==> config.mk <==
export PLATFORM = sky130hd
export DESIGN_NAME = gameover_sender
export DESIGN_NICKNAME = d
export VERILOG_FILES = /design/src/rtl/gameover_sender_pkg.sv /design/src/rtl/gameover_sender_encoder.sv /design/src/rtl/gameover_sender.sv
export SDC_FILE = /design/constraint.sdc
export NUM_CORES = 1
export LEC_CHECK = 0
export ABC_AREA = 1
export CORE_MARGIN = 3
export CORE_UTILIZATION = 40
export DETAILED_ROUTE_END_ITERATION = 7
export PLACE_DENSITY = 0.7
export SYNTH_ARGS = -nofsm -noshare
export SYNTH_HDL_FRONTEND = slang
export SYNTH_SLANG_ARGS = --single-unit
==> constraint.sdc <==
create_clock -name clk -period 1.4 [get_ports clk]
set_input_delay 0.28 -clock clk [delete_from_list [all_inputs] [get_ports clk]]
set_output_delay 0.28 -clock clk [all_outputs]
set_load 0.005 [all_outputs]
==> src/rtl/gameover_sender_pkg.sv <==
// Shared game-over types: result code, frame header and sender FSM states.
// The receiver on the remote board imports the same result encoding.
package gameover_sender_pkg;

  typedef enum logic [1:0] {
    GO_NONE  = 2'b00,
    GO_TOM   = 2'b01,
    GO_JERRY = 2'b10,
    GO_DRAW  = 2'b11
  } gameover_t;

  localparam logic [3:0] FRAME_HEADER = 4'hA;

  typedef enum logic [1:0] {
    ST_IDLE = 2'd0,
    ST_SEND = 2'd1,
    ST_GAP  = 2'd2,
    ST_DONE = 2'd3
  } state_t;

  function automatic logic [7:0] frame_byte(input logic [3:0] hdr, input gameover_t code);
    return {hdr, 2'b00, code};
  endfunction

endpackage

==> src/rtl/gameover_sender_encoder.sv <==
// Maps simultaneous game-end pulses to a result code; both at once is a draw.
module gameover_encoder
  import gameover_sender_pkg::*;
(
  input  logic      caught,
  input  logic      time_up,
  output gameover_t code
);

  always_comb begin
    case ({time_up, caught})
      2'b01:   code = GO_TOM;
      2'b10:   code = GO_JERRY;
      2'b11:   code = GO_DRAW;
      default: code = GO_NONE;
    endcase
  end

endmodule

==> src/rtl/gameover_sender.sv <==
// Latches the local game result and sends it REPEAT times as framed bytes
// over a valid/ready link, with idle gaps between frames.
module gameover_sender
  import gameover_sender_pkg::*;
#(
  parameter int         REPEAT     = 4,
  parameter int         GAP_CYCLES = 1000,
  parameter logic [3:0] HEADER     = FRAME_HEADER
) (
  input  logic       clk,
  input  logic       rst,
  input  logic       caught,
  input  logic       time_up,
  input  logic       restart,
  output logic [7:0] tx_data,
  output logic       tx_valid,
  input  logic       tx_ready,
  output logic [1:0] gameover,
  output logic       over,
  output logic       busy,
  output state_t     state_dbg
);

  // Valid/ready: a byte moves on a rising edge where tx_valid && tx_ready;
  // once raised, tx_valid and tx_data hold until that edge.

  localparam int REP_W = $clog2(REPEAT + 1);
  localparam int GAP_W = $clog2(GAP_CYCLES + 1);
  localparam logic [REP_W-1:0] REP_LAST = REP_W'(REPEAT);
  localparam logic [GAP_W-1:0] GAP_LAST = GAP_W'(GAP_CYCLES);

  state_t           state_q, state_d;
  logic [REP_W-1:0] rep_q, rep_d, rep_inc;
  logic [GAP_W-1:0] gap_q, gap_d;
  gameover_t        code_q, code_d, ev_code;
  logic             pend_q, pend_d;
  logic             go_idle;
  logic [7:0]       tx_data_q, tx_data_d;
  logic             tx_valid_q, tx_valid_d;
  logic             busy_q, busy_d;
  logic             over_q, over_d;

  gameover_encoder u_enc (
    .caught  (caught),
    .time_up (time_up),
    .code    (ev_code)
  );

  always_ff @(posedge clk or posedge rst) begin
    if (rst) begin
      state_q    <= ST_IDLE;
      rep_q      <= '0;
      gap_q      <= '0;
      code_q     <= GO_NONE;
      pend_q     <= 1'b0;
      tx_data_q  <= 8'h00;
      tx_valid_q <= 1'b0;
      busy_q     <= 1'b0;
      over_q     <= 1'b0;
    end else begin
      state_q    <= state_d;
      rep_q      <= rep_d;
      gap_q      <= gap_d;
      code_q     <= code_d;
      pend_q     <= pend_d;
      tx_data_q  <= tx_data_d;
      tx_valid_q <= tx_valid_d;
      busy_q     <= busy_d;
      over_q     <= over_d;
    end
  end

  always_comb begin
    state_d = state_q;
    rep_d   = rep_q;
    gap_d   = gap_q;
    code_d  = code_q;
    pend_d  = pend_q;
    go_idle = 1'b0;
    rep_inc = rep_q + REP_W'(1);
    case (state_q)
      ST_IDLE: begin
        if (restart) begin
          go_idle = 1'b1;
        end else if (ev_code != GO_NONE) begin
          code_d  = ev_code;
          rep_d   = '0;
          state_d = ST_SEND;
        end
      end
      ST_SEND: begin
        // A restart seen mid-offer is remembered and acted on after the handshake.
        if (tx_valid_q && tx_ready) begin
          rep_d = rep_inc;
          if (pend_q || restart) begin
            go_idle = 1'b1;
          end else if (rep_inc == REP_LAST) begin
            state_d = ST_DONE;
          end else begin
            state_d = ST_GAP;
            gap_d   = '0;
          end
        end else if (restart) begin
          pend_d = 1'b1;
        end
      end
      ST_GAP: begin
        // Counting 0..GAP_CYCLES puts the next offer GAP_CYCLES+1 edges after a transfer.
        if (restart) begin
          go_idle = 1'b1;
        end else if (gap_q == GAP_LAST) begin
          state_d = ST_SEND;
        end else begin
          gap_d = gap_q + GAP_W'(1);
        end
      end
      ST_DONE: begin
        if (restart) go_idle = 1'b1;
      end
      default: go_idle = 1'b1;
    endcase
    if (go_idle) begin
      state_d = ST_IDLE;
      rep_d   = '0;
      gap_d   = '0;
      code_d  = GO_NONE;
      pend_d  = 1'b0;
    end
  end

  always_comb begin
    tx_valid_d = (state_d == ST_SEND);
    busy_d     = (state_d == ST_SEND) || (state_d == ST_GAP);
    over_d     = (code_d != GO_NONE);
    tx_data_d  = over_d ? frame_byte(HEADER, code_d) : 8'h00;
  end

  assign tx_data   = tx_data_q;
  assign tx_valid  = tx_valid_q;
  assign busy      = busy_q;
  assign over      = over_q;
  assign gameover  = code_q;
  assign state_dbg = state_q;

endmodule
# Yosys cells after proc, flatten, opt, wreduce, memory -nomap -nowiden
# Cells that the tools add are included.
[totals]
reg_bits = 29
latchBits = 0
ramBits = 0
mem_bits_ro = 0
in_bits = 6
output_inout_bits = 15
wordCells = 78
memories = 0
[classes]
n_addsub = 2
multipliers = 0
n_div = 0
order_cmp = 0
eq_ne = 18
shifts = 0
mux = 35
n_bitwise = 0
reduce_logical = 14
[op_table]
columns = ["cell", "count"]
rows = [
  ["10-bit 2-to-1 mux", 6],
  ["2-bit 2-to-1 mux", 11],
  ["3-bit inequality test, second input constant", 7],
  ["10-bit case mux with 2 select lines", 1],
  ["3-bit 2-to-1 mux", 4],
  ["2-bit case mux with 3 select lines", 2],
  ["10-bit by 1-bit adder with 10-bit output, second input constant", 1],
  ["10-bit equality test, second input constant", 1],
  ["2-bit equality test, second input constant", 5],
  ["1-bit 2-to-1 mux", 8],
  ["8-bit 2-to-1 mux", 1],
  ["2-bit nonzero test", 4],
  ["2-bit by 1-bit equality test with 1-bit output, second input constant", 3],
  ["3-bit case mux with 2 select lines", 1],
  ["6-bit AND reduction", 1],
  ["3-bit nonzero test", 2],
  ["4-bit AND reduction", 1],
  ["3-bit by 1-bit adder with 3-bit output, second input constant", 1],
  ["3-bit equality test, second input constant", 1],
  ["3-bit AND reduction", 1],
  ["3-bit OR reduction", 1],
  ["2-bit logical NOT", 1],
  ["1-bit logical OR", 2],
  ["2-bit inequality test, second input constant", 1],
  ["other kinds (2)", 2],
]

# Logic depth before layout (Yosys ltp)
# Gate-level depths: netlist (run 1).
[depth]
ltp_word = 9
depth_mapped = 11
ltp_nobuf = 11

# By module
# A second synthesis (run 1) with hierarchy kept.
[hier_totals]
cells_unflattened = 188
hier_area_um2 = 1472.7
[by_module_without_submodules]
columns = ["mod", "n_inst", "cells_per_inst", "area_each_um2", "seq_area_each_um2"]
rows = [
  ["gameover_sender", 1, 186, 1465.2, 550.5],
  ["gameover_encoder", 1, 2, 7.5, 0.0],
]

# Worst setup path after synthesis (run 1)
# OpenSTA, ideal clock, no wires.
[synth_path]
path_kind = "flip-flop to flip-flop"
from = "reg rep_q[0]"
to = "reg busy_q (netlist: busy)"
setup_time_ps = 113
t_arrival_ps = 1391
t_required_ps = 1287
setup_slack_ps = -103
stages_incl_launch_ff = 9
path_buffers = 0
synth_period_minus_slack_ps = 1503
path_cell_list = "dfrtp_1 ha_1 ha_1 nor3_1 o21ai_0 nor2_1 nor2_1 ha_1 inv_1"
[synth_between]
elab_chain_len = 9
word_cells_on_any_way = 10
classes_between = "1 x add/sub; 3 x eq/ne; 5 x mux; 1 x reduce/logical"
[synth_rtl]
columns = ["element", "line_no", "source"]
rows = [
  ["from (decl)", "gameover_sender.sv:33", "logic [REP_W-1:0] rep_q, rep_d, rep_inc;"],
  ["from (signal assigned)", "gameover_sender.sv:62", "rep_q <= rep_d;"],
  ["3-bit by 1-bit adder with 3-bit output (*)", "gameover_sender.sv:80", "rep_inc = rep_q + REP_W'(1);"],
  ["3-bit equality test (*)", "gameover_sender.sv:97", "end else if (rep_inc == REP_LAST) begin"],
  ["1-bit 2-to-1 mux (*)", "gameover_sender.sv:97", ""],
  ["2-bit 2-to-1 mux (*)", "gameover_sender.sv:95", "if (pend_q || restart) begin"],
  ["2-bit 2-to-1 mux (*)", "gameover_sender.sv:93", "if (tx_valid_q && tx_ready) begin"],
  ["2-bit case mux with 3 select lines (*)", "gameover_sender.sv:81", "case (state_q)"],
  ["2-bit 2-to-1 mux (*)", "gameover_sender.sv:122", "if (go_idle) begin"],
  ["named net state_d[0]", "gameover_sender.sv:32", "state_t state_q, state_d;"],
  ["2-bit by 1-bit equality test with 1-bit output or 2-bit equality test (tied branches)", "gameover_sender.sv:133", "busy_d = (state_d == ST_SEND) || (state_d == ST_GAP);"],
  ["1-bit logical OR (*)", "gameover_sender.sv:133", ""],
  ["named net busy_d", "gameover_sender.sv:40", "logic busy_q, busy_d;"],
  ["to (signal assigned)", "gameover_sender.sv:68", "busy_q <= busy_d;"],
  ["to (decl)", "gameover_sender.sv:40", ""],
]
# The timed path passes the listed nets; every way through them passes the cells marked *.
# A chain may end at the register's enable or synchronous reset.

# Worst setup path in the final report (run 1)
[layout_path]
from = "in tx_ready"
to = "reg busy_q (netlist: busy)"
[layout_between]
elab_chain_len = 6
word_cells_on_any_way = 9
classes_between = "2 x eq/ne; 5 x mux; 2 x reduce/logical"
[layout_rtl]
columns = ["element", "line_no", "source"]
rows = [
  ["from (decl)", "gameover_sender.sv:17", "input logic tx_ready,"],
  ["1-bit logical AND (*)", "gameover_sender.sv:93", ""],
  ["2-bit 2-to-1 mux or 1-bit 2-to-1 mux (tied branches)", "gameover_sender.sv:93", ""],
  ["2-bit case mux with 3 select lines or 1-bit case mux with 2 select lines (tied branches)", "gameover_sender.sv:81", ""],
  ["2-bit 2-to-1 mux (*)", "gameover_sender.sv:122", ""],
  ["2-bit by 1-bit equality test with 1-bit output or 2-bit equality test (tied branches)", "gameover_sender.sv:133", ""],
  ["1-bit logical OR (*)", "gameover_sender.sv:133", ""],
  ["named net busy_d", "gameover_sender.sv:40", ""],
]
# Marks and branches as above.

==> results of run 1 <==
-- metal layers --
| layer | track usage, % | up-vias |
|---|---|---|
| met3 | 3.761 | 4 |
| met2 | 30.85 | 22 |
| li1 | - | 704 |
| met4 | 2.591 | 0 |
| met5 | 0 | - |
| met1 | 20.66 | 679 |
-- kinds of logic after synthesis --
logic type / after synthesis / synth area share (%)
buf+inv: 32 / 12.09
fa+ha+maj: 5 / 4.444
flops: 22 / 39.11
compound gates: 17 / 8.443
xor+xnor: 2 / 1.245
simple gates: 103 / 34.40
other cells: 1 / 0.2664
-- worst max path at each step --
stage | startpoint | to | slack, ns | depth (start not counted)
detailed placement | tx_ready | busy$_DFF_PP0_ | -0.45 | 10
global placement | tx_ready | busy$_DFF_PP0_ | -0.41 | 10
finish | tx_ready | busy$_DFF_PP0_ | -0.19 | 8
floorplan | gap_q[0]$_DFFE_PP0P_ | busy$_DFF_PP0_ | -0.08 | 10
CTS | gap_q[0]$_DFFE_PP0P_ | busy$_DFF_PP0_ | -0.13 | 10
global route | gap_q[0]$_DFFE_PP0P_ | busy$_DFF_PP0_ | -0.30 | 10
-- state kept, by name, summed over array words and instances (netlist names) --
signal,cells
gap_q,10
state_dbg,2
rep_q,3
gameover,1
pend_q,1
tx_valid,1
tx_data,3
busy,1
-- tightest hold or removal path, delay by kind of cell --
family / cells / cell delay, ns
buf+inv: 3 / 0.73
-- per-stage QoR --
step / cell area, um2 / TNS (ns) / total power, mW / setup slack [ns] / util [%]
2_1_floorplan: 1421 / -0.08212 / 1.422 / -0.08212 / -
3_3_place_gp: 1873 / -5.658 / 1.978 / -0.4121 / 58.48
3_5_place_dp: 1873 / -6.287 / 1.991 / -0.4500 / 58.48
4_1_cts: 2003 / -1.047 / 2.314 / -0.1262 / 62.54
5_1_grt: 2155 / -3.056 / 2.785 / -0.2952 / 67.27
6_report: 2155 / -1.630 / 2.638 / -0.1902 / 67.27
-- area by class of cell --
| class | instances | share of cell area [%] |
|---|---|---|
| multi-input cells | 131 | 38.21 |
| repair buffers | 69 | 27.87 |
| inverters | 23 | 4.704 |
| well taps | 44 | 2.555 |
| flip-flops and latches | 22 | 25.61 |
| clock buffers | 3 | 1.045 |
-- report_power, final --
part,switching [mW],total (mW),internal (mW)
Sequential,0.0482,0.786,0.738
Combinational,0.712,1.55,0.837
Clock,0.202,0.303,0.101
Total,0.962,2.64,1.68
-- placed cells by master (no fill, tap or decap), types with 2 or more instances in the layout --
| master | netlist | layout |
|---|---|---|
| conb_1 | 1 | 4 |
| clkdlybuf4s50_1 | 0 | 4 |
| a21oi_1 | 3 | 2 |
| o21bai_1 | 2 | 2 |
| dfrtp_1 | 22 | 21 |
| ha_2 | 0 | 2 |
| o21ai_0 | 4 | 2 |
| nand2_2 | 9 | 12 |
| nor3_1 | 3 | 2 |
| inv_2 | 3 | 4 |
| ha_4 | 0 | 2 |
| o21ai_1 | 1 | 3 |
| buf_12 | 1 | 2 |
| buf_4 | 7 | 44 |
| nor2_1 | 23 | 17 |
| clkbuf_4 | 0 | 3 |
| inv_1 | 20 | 17 |
| inv_8 | 0 | 2 |
| nand4_1 | 6 | 6 |
| buf_6 | 1 | 6 |
| nand2_1 | 39 | 34 |
| dlygate4sd2_1 | 0 | 10 |
| nand2_4 | 2 | 3 |
| o21ai_2 | 4 | 3 |
| nor2_2 | 1 | 4 |
| clkbuf_2 | 0 | 2 |
| nand3_1 | 16 | 14 |
| nor2_4 | 1 | 4 |
| nand3_2 | 0 | 2 |
-- repair_timing --
item | CTS | global route
endpoints found under the setup margin | 24 | 16
gates resized for setup | 34 | 26
buffers inserted | 6 | 5
cloned | 0 | 1
pin swaps | 1 | 7
==> impl_metrics.env, run 1 <==
export IMPL_hold_viol=0
export IMPL_timing_rr_end="busy$_DFF_PP0_"
export IMPL_vias_per_cell=4.825
export IMPL_dp_hpwl_um=2487
export IMPL_nNetsFinal=261
export IMPL_antenna_found_initial=0
export IMPL_gr_total_overflow=0
export IMPL_synth_edff_count=0
export IMPL_root_buffer="clkbuf_4"
export IMPL_n_fill_cell=275
export IMPL_powerDensity_nw_per_um2=1224
export IMPL_grt_start_max_net_pins=23
export IMPL_clock_sinks=22
export IMPL_fp_dieH_um=65.32
export IMPL_path_max_fanout=3
export IMPL_first_pass_iters=4
export IMPL_path_buf_inv=3
export IMPL_ys_seq_area_share_pct=39.11
export IMPL_synth_most_common_cell="nand2_1"
export IMPL_post_route_min_period_ns=1.590
export IMPL_whs_ns=0.2871
export IMPL_drc=0
export IMPL_reg2reg_slack_ns=-0.18
export IMPL_synth_cell_types=30
export IMPL_crit_path_top_delay_cell="clkdlybuf4s50_1"
export IMPL_ys_seq_elements=22
export IMPL_start_util_pct=43.95
export IMPL_ant_nets=0
export IMPL_synth_area_per_cell_um2=7.734
export IMPL_die_w_um=65.32
export IMPL_diodes=0
export IMPL_crit_family="buffers and inverters"
export IMPL_htreeDepth=1
export IMPL_cts_clk_slew_worst_paths_ns=0.13
export IMPL_regArea_um2=551.8
export IMPL_crit_arrival_ns=1.81
export IMPL_cp_start_kind="input pin"
export IMPL_clock_latency_ns=0.32
export IMPL_yosysWarnings=0
export IMPL_irDropWorstVdd_mv=1.063
export IMPL_timing_rr_start="gap_q[0]$_DFFE_PP0P_"
export IMPL_rsz0062_at_grt="true"
export IMPL_synthFlopType="dfrtp_1"
export IMPL_syn_area_um2=1408
export IMPL_gp_congestion=0.8898
export IMPL_ctsHoldBuffers=0
export IMPL_setup_viol=15
export IMPL_total_leakage_power_nw=1.076
export IMPL_dp_cells=277
export IMPL_hp_class="in2async"
export IMPL_cts_buffer_depth=2
export IMPL_row_count=20
export IMPL_synth_top_area_cell="dfrtp_1"
export IMPL_dieArea_um2=4267
export IMPL_violations="negative setup slack"
export IMPL_endpoint_kind="flip-flop"
export IMPL_wl_met3_um=96
export IMPL_synth_common_cells="nand2_1 (39), nor2_1 (23), dfrtp_1 (22)"
export IMPL_wl_met1_um=1548
export IMPL_path_cells="clkdlybuf4s50_1, nand2_1, inv_1, nand2_1, o21ai_0, o211ai_2, ha_1, inv_1"
export IMPL_cts_made_buffers=3
export IMPL_wl_um=3698
export IMPL_async_reset_ff_share_pct=100.0
export IMPL_grt_pass1_wl_um=5720
export IMPL_crit_type="in2reg"
export IMPL_synth_top_area_share_pct=39.11
export IMPL_r2r_cells=10
export IMPL_coreArea_um2=3203
export IMPL_stdcell_count=292
export IMPL_area_delta_synth_final_pct=53.07
export IMPL_cts_tree="built"
export IMPL_fin_crit_sh_pct=113.6
export IMPL_status="finished with violations"
export IMPL_drt_iter0_drc=57
export IMPL_post_drt_wl_per_cell_um=12.66
export IMPL_portBuffers=16
export IMPL_slew_viol_final=0
export IMPL_fmax_ghz=0.6289
export IMPL_grt_usage_pct=16.94
export IMPL_critical_path_max_stage_delay_ns=0.45
export IMPL_boundaryPins=21
export IMPL_timing_clock_skew_ns=0.01453
export IMPL_fin_ws_ns=-0.1902
export IMPL_drive_gt1_share_pct=41.53
export IMPL_vias=1409
export IMPL_multi_input_area_um2=823.3
export IMPL_synthCells=182
export IMPL_required_ns=1.62
export IMPL_first_global_vias=1339
export IMPL_top_layer="met4"
export IMPL_wl_met2_um=2035
export IMPL_max_cap_viol_count=0
export IMPL_yosys_top_cells_area="dfrtp_1 (39%), nand2_1 (10%), nor2_1 (6.1%)"
Note: power is estimated with default switching activity, not from simulation.
==> run 2: changes to the inputs <==
Settings changed: CORE_MARGIN 3 to 10, TNS_END_PERCENT set to 10.
==> run 2 against run 1 <==
Against the previous run: clock skew down 0.0019 ns; combinational power fell by 9%; largest cell class unchanged; global-route usage down 5.2 points; sequential share of layout area up 0.36 points; sequential power increased by 2%; via count down 2.2%; clock power rose by 68%; die area up 47%; the flow still finishes with violations (negative setup slack).
==> impl_metrics.env, run 2 (synthesis results as in run 1) <==
export IMPL_drive_gt1_share_pct=40.41
export IMPL_hp_class="in2async"
export IMPL_crit_path_top_delay_cell="dfrtp_1"
export IMPL_cts_tree="built"
export IMPL_ant_nets=0
export IMPL_vias=1378
export IMPL_final_cell_mix="buf_4 (43), nand2_1 (35), dfrtp_1 (21)"
export IMPL_drt_iter0_drc=87
export IMPL_powerDensity_nw_per_um2=1282
export IMPL_final_util_pct=63.17
export IMPL_area_delta_synth_final_pct=50.93
export IMPL_cts_buffer_depth=2
export IMPL_setup_viol=16
export IMPL_crit_type="reg2reg"
export IMPL_diodes=0
export IMPL_violations="negative setup slack"
export IMPL_grt_pass1_wl_um=6030
export IMPL_cp_common_cell="nor2_1"
export IMPL_timing_clock_skew_ns=0.01258
export IMPL_post_route_min_period_ns=1.554
export IMPL_irDropWorstVdd_mv=1.034
export IMPL_rsz0062_at_grt="true"
export IMPL_antenna_found_initial=0
export IMPL_cp_start_kind="flip-flop"
export IMPL_post_drt_wl_per_cell_um=13.01
export IMPL_boundaryPins=21
export IMPL_portBuffers=16
export IMPL_first_global_vias=1359
export IMPL_cts_made_buffers=3
export IMPL_largest_register_ffs=10
export IMPL_regArea_um2=551.8
export IMPL_dp_slack_ns=-0.4495
export IMPL_critical_path_max_stage_delay_ns=0.42
export IMPL_wl_um=3786
export IMPL_nNetsFinal=257
export IMPL_fp_dieH_um=79.32
export IMPL_fin_crit_sh_pct=111.0
export IMPL_fmax_ghz=0.6435
export IMPL_vias_per_cell=4.735
export IMPL_dp_hpwl_um=2664
export IMPL_crit_arrival_ns=1.84
export IMPL_tns_ns=-0.7257
export IMPL_status="finished with violations"
export IMPL_required_ns=1.69
export IMPL_mostFrequentLayoutCell="buf_4"
export IMPL_first_pass_iters=4
export IMPL_htreeDepth=1
export IMPL_path_max_fanout=2
export IMPL_endpoint_kind="flip-flop"
export IMPL_fin_ws_ns=-0.1541
export IMPL_die_w_um=79.32
export IMPL_total_leakage_power_nw=1.058
export IMPL_start_util_pct=41.85
export IMPL_root_buffer="clkbuf_4"
export IMPL_path_buf_inv=2
export IMPL_slew_viol_final=0
export IMPL_path_cells="inv_2, ha_4, nand2_4, nor2_4, nand3_2, nor2_1, nor2_1, nor2_2, ha_1, inv_1"
export IMPL_gp_congestion=0.8690
export IMPL_n_fill_cell=301
export IMPL_dieArea_um2=6292
export IMPL_grt_start_max_net_pins=23
export IMPL_row_count=21
export IMPL_crit_family="simple AND/OR/NAND/NOR gates"
export IMPL_max_cap_viol_count=0
export IMPL_clock_sinks=22
export IMPL_grt_usage_pct=11.73
export IMPL_cts_clk_slew_worst_paths_ns=0.14
export IMPL_coreArea_um2=3363
export IMPL_multi_input_area_um2=830.8
export IMPL_drc=0
export IMPL_gr_total_overflow=0
export IMPL_top_register="gap_q"
export IMPL_clock_latency_ns=0.33
export IMPL_hold_viol=0
run 2: cell types whose count changed in the layout (fill, tap and decap cells not counted), sizes merged:
| cell | before | now |
|---|---|---|
| buf | 52 | 49 |
| dlymetal6s2s | 0 | 1 |
| clkbuf | 6 | 4 |
| bufinv | 0 | 1 |
run 2: layout make-up:
cell class / instances / share of cell area (%)
multi-input combinational: 131 / 39.10
tap: 46 / 2.709
inverter: 23 / 4.535
clock inverter: 1 / 1.413
timing repair buffer: 65 / 25.21
clock buffer: 3 / 1.060
sequential: 22 / 25.97
run 2: what timing repair did:
action,in CTS,in global routing
resized for setup,26,32
pin swaps,5,16
gates cloned,0,0
hold buffers,0,0
setup endpoints to repair,24,20
buffers inserted,3,8
run 2: worst paths after layout:
kind / startpoint / to / slack (ns) / cells after the start
max: gap_q[1]$_DFFE_PP0P_ / busy$_DFF_PP0_ / -0.15 / 10
min: rst / tx_data[1]$_DFF_PP0_ / 0.26 / 3
max reg2reg: gap_q[1]$_DFFE_PP0P_ / busy$_DFF_PP0_ / -0.15 / 10
min reg2reg: rep_q[1]$_DFFE_PP0P_ / rep_q[1]$_DFFE_PP0P_ / 0.54 / 2
max in group asynchronous: rst / state_dbg[0]$_DFF_PP0_ / 0.89 / 3
min in group clk: restart / pend_q$_DFFE_PP0P_ / 0.43 / 4
run 2: metrics by stage:
| step | hold slack [ns] | instances | total power [mW] | cell area, um2 |
|---|---|---|---|---|
| floorplan | 0.2692 | 185 | 1.418 | 1419 |
| global placement | 0.4989 | 276 | 1.928 | 1838 |
| detailed placement | 0.4944 | 276 | 1.945 | 1838 |
| CTS | 0.2680 | 283 | 2.460 | 1947 |
| global route | 0.2888 | 291 | 2.887 | 2125 |
| finish | 0.2623 | 291 | 2.723 | 2125 |
run 2: worst reg2reg max path, cell delays in order (launching register included):
cell and delay (ns):
dfrtp_1 0.42, inv_2 0.08, ha_4 0.14, nand2_4 0.05
nor2_4 0.12, nand3_2 0.12, nor2_1 0.13, nor2_1 0.06
nor2_2 0.13, ha_1 0.24, inv_1 0.05
run 2: report_power, final:
group,total [mW],internal (mW),switching [mW]
logic,1.41,0.709,0.703
registers,0.802,0.738,0.0644
clock network,0.508,0.290,0.219
run 2: routing by layer:
metal | track usage, % | wire length (um)
met1 | 13.36 | 1611
met2 | 20.47 | 1976
met3 | 3.378 | 123
met4 | 3.943 | 75
met5 | 0 | 0
==> run 3: changes to the inputs <==
Settings changed: PLACE_DENSITY 0.7 to 0.68.
Clock period 1.4 ns to 1.6 ns, I/O delays scaled along.
==> run 3 against run 2 <==
Against the previous run: the flow now finishes without violations; total power fell by 19%; final cell count down 6.2%; maximum frequency is 1.2% lower; largest power group unchanged; highest routed layer unchanged.
==> impl_metrics.env, run 3 (synthesis results as in run 1) <==
export IMPL_status="finished clean"
export IMPL_regArea_um2=551.8
export IMPL_clock_sinks=22
export IMPL_vias=1286
export IMPL_fin_area_um2=1926
export IMPL_pwr_share_seq_pct=32.1
export IMPL_hold_viol=0
export IMPL_critical_path_max_stage_delay_ns=0.41
export IMPL_drc=0
export IMPL_die_w_um=79.32
export IMPL_coreArea_um2=3363
export IMPL_n_fill_cell=336
export IMPL_ant_nets=0
export IMPL_endpoint_kind="flip-flop"
export IMPL_hp_class="in2async"
export IMPL_nNetsFinal=239
export IMPL_crit_arrival_ns=1.82
export IMPL_wl_met2_um=1752
export IMPL_timing_clock_skew_ns=0.01492
export IMPL_slew_viol_final=0
export IMPL_grt_start_max_net_pins=23
export IMPL_path_cells="inv_2, ha_4, nand2_2, nor2_4, nand3_2, nor2_1, nor2_1, nor2_2, ha_1, inv_1"
export IMPL_powerDensity_nw_per_um2=1144
export IMPL_top_layer="met4"
export IMPL_combPwrFrac_pct=48.7
export IMPL_max_cap_viol_count=0
export IMPL_cts_clk_slew_worst_paths_ns=0.13
export IMPL_start_util_pct=41.85
export IMPL_drt_iter0_drc=112
export IMPL_final_cell_mix="nand2_1 (37), buf_4 (29), dfrtp_1 (21)"
export IMPL_htreeDepth=1
export IMPL_cp_common_cell="nor2_1"
export IMPL_boundaryPins=21
export IMPL_clock_latency_ns=0.31
export IMPL_irDropWorstVdd_mv=0.7304
export IMPL_root_buffer="clkbuf_4"
export IMPL_crit_type="reg2reg"
export IMPL_switchingPower_mw=0.7359
export IMPL_wl_met1_um=1477
export IMPL_diodes=0
export IMPL_setup_viol=0
export IMPL_crit_path_top_delay_cell="dfrtp_1"
export IMPL_row_count=21
export IMPL_cts_made_buffers=3
export IMPL_fin_crit_sh_pct=98.33
export IMPL_tns_ns=0
export IMPL_cp_start_kind="flip-flop"
export IMPL_first_global_vias=1263
export IMPL_largest_register_ffs=10
export IMPL_final_util_pct=57.25
export IMPL_vias_per_cell=4.711
export IMPL_gr_total_overflow=0
export IMPL_post_drt_wl_per_cell_um=12.24
export IMPL_pwr_share_clk_pct=19.2
export IMPL_first_pass_iters=4
export IMPL_finalPower_mw=2.203
export IMPL_multi_input_area_um2=765.7
export IMPL_path_max_fanout=2
export IMPL_fmax_ghz=0.6356
export IMPL_postPlaceCellArea_um2=1775
export IMPL_post_route_min_period_ns=1.573
export IMPL_drive_gt1_share_pct=32.16
export IMPL_cts_buffer_depth=2
export IMPL_power_internal_mw=1.467
export IMPL_rsz0062_at_grt="true"
export IMPL_fp_dieH_um=79.32
export IMPL_ctsHoldBuffers=0
export IMPL_required_ns=1.85
export IMPL_mostFrequentLayoutCell="nand2_1"
export IMPL_cts_tree="built"
export IMPL_total_leakage_power_nw=0.9247
export IMPL_portBuffers=16
export IMPL_wl_met3_um=94
export IMPL_area_delta_synth_final_pct=36.80
export IMPL_wl_um=3342
export IMPL_p_sw_share_pct=33.40
export IMPL_dp_hpwl_um=2596
export IMPL_grt_pass1_wl_um=5561
export IMPL_grt_usage_pct=10.74
export IMPL_top_register="gap_q"
export IMPL_gp_congestion=0.8316
export IMPL_dieArea_um2=6292
export IMPL_antenna_found_initial=0
[run 3: cell types whose count changed in the layout (fill, tap and decap cells not counted), moves of 2 or more]
cell | before | now
buf_4 | 43 | 29
clkdlybuf4s50_1 | 4 | 14
dlygate4sd2_1 | 10 | 2
buf_6 | 6 | 1
inv_4 | 0 | 2
inv_6 | 2 | 0
nand2_1 | 35 | 37
nand2_8 | 2 | 0
nand3_1 | 13 | 15
nand3_2 | 3 | 1
nor2_4 | 4 | 2
o21ai_0 | 1 | 3
[run 3: layout make-up]
type	instances	area share, %
Clock buffer	3	1.170
Clock inverter	1	1.559
Inverter	23	4.743
Multi-Input combinational cell	131	39.77
Sequential cell	22	28.65
Tap cell	46	2.989
Timing Repair Buffer	47	21.12
[run 3: per-stage QoR]
| stage | hold slack, ns | std cells | worst slack (ns) |
|---|---|---|---|
| after global routing | 0.3415 | 273 | -0.1102 |
| after global placement | 0.4808 | 266 | -0.2401 |
| final | 0.3200 | 273 | 0.02679 |
| after detailed placement | 0.5017 | 266 | -0.3139 |
| after floorplan | 0.3092 | 185 | 0.09655 |
| after CTS | 0.3339 | 271 | -0.01314 |
[run 3: power by group through the flow]
stage          logic [mW]  clock network, mW  registers, mW
2_1_floorplan       0.511                  0          0.727
3_3_place_gp         1.01                  0          0.717
3_5_place_dp         1.02                  0          0.718
4_1_cts              1.02              0.433          0.709
5_1_grt              1.18              0.461          0.721
6_report             1.07              0.423          0.707
[run 3: worst max-delay path: cells and delay by family, from the launching register on]
kind / cells / cell delay (ns)
fa+ha+maj: 2 / 0.36
flops: 1 / 0.41
simple gates: 6 / 0.61
buf+inv: 2 / 0.13
[run 3: timing repair]
item,CTS,global route
pin swaps,0,8
setup endpoints to repair,3,13
setup buffers,1,2
gates resized for setup,5,21
[run 3: final timing paths]
kind | startpoint | end | slack (ns) | depth (start not counted)
max in group asynchronous | rst | state_dbg[0]$_DFF_PP0_ | 1.02 | 3
setup reg to reg | gap_q[0]$_DFFE_PP0P_ | busy$_DFF_PP0_ | 0.03 | 10
min in group clk | rep_q[2]$_DFFE_PP0P_ | rep_q[2]$_DFFE_PP0P_ | 0.53 | 1
hold / removal | rst | gap_q[1]$_DFFE_PP0P_ | 0.32 | 3
hold reg to reg | rep_q[2]$_DFFE_PP0P_ | rep_q[2]$_DFFE_PP0P_ | 0.53 | 1
setup / recovery | gap_q[0]$_DFFE_PP0P_ | busy$_DFF_PP0_ | 0.03 | 10
[run 3: per-layer routing]
metal / vias to the layer above / global-route usage (%)
met4: 0 / 2.867
met3: 2 / 2.365
met1: 596 / 13.62
li1: 668 / -
met2: 20 / 17.86
met5: - / 0
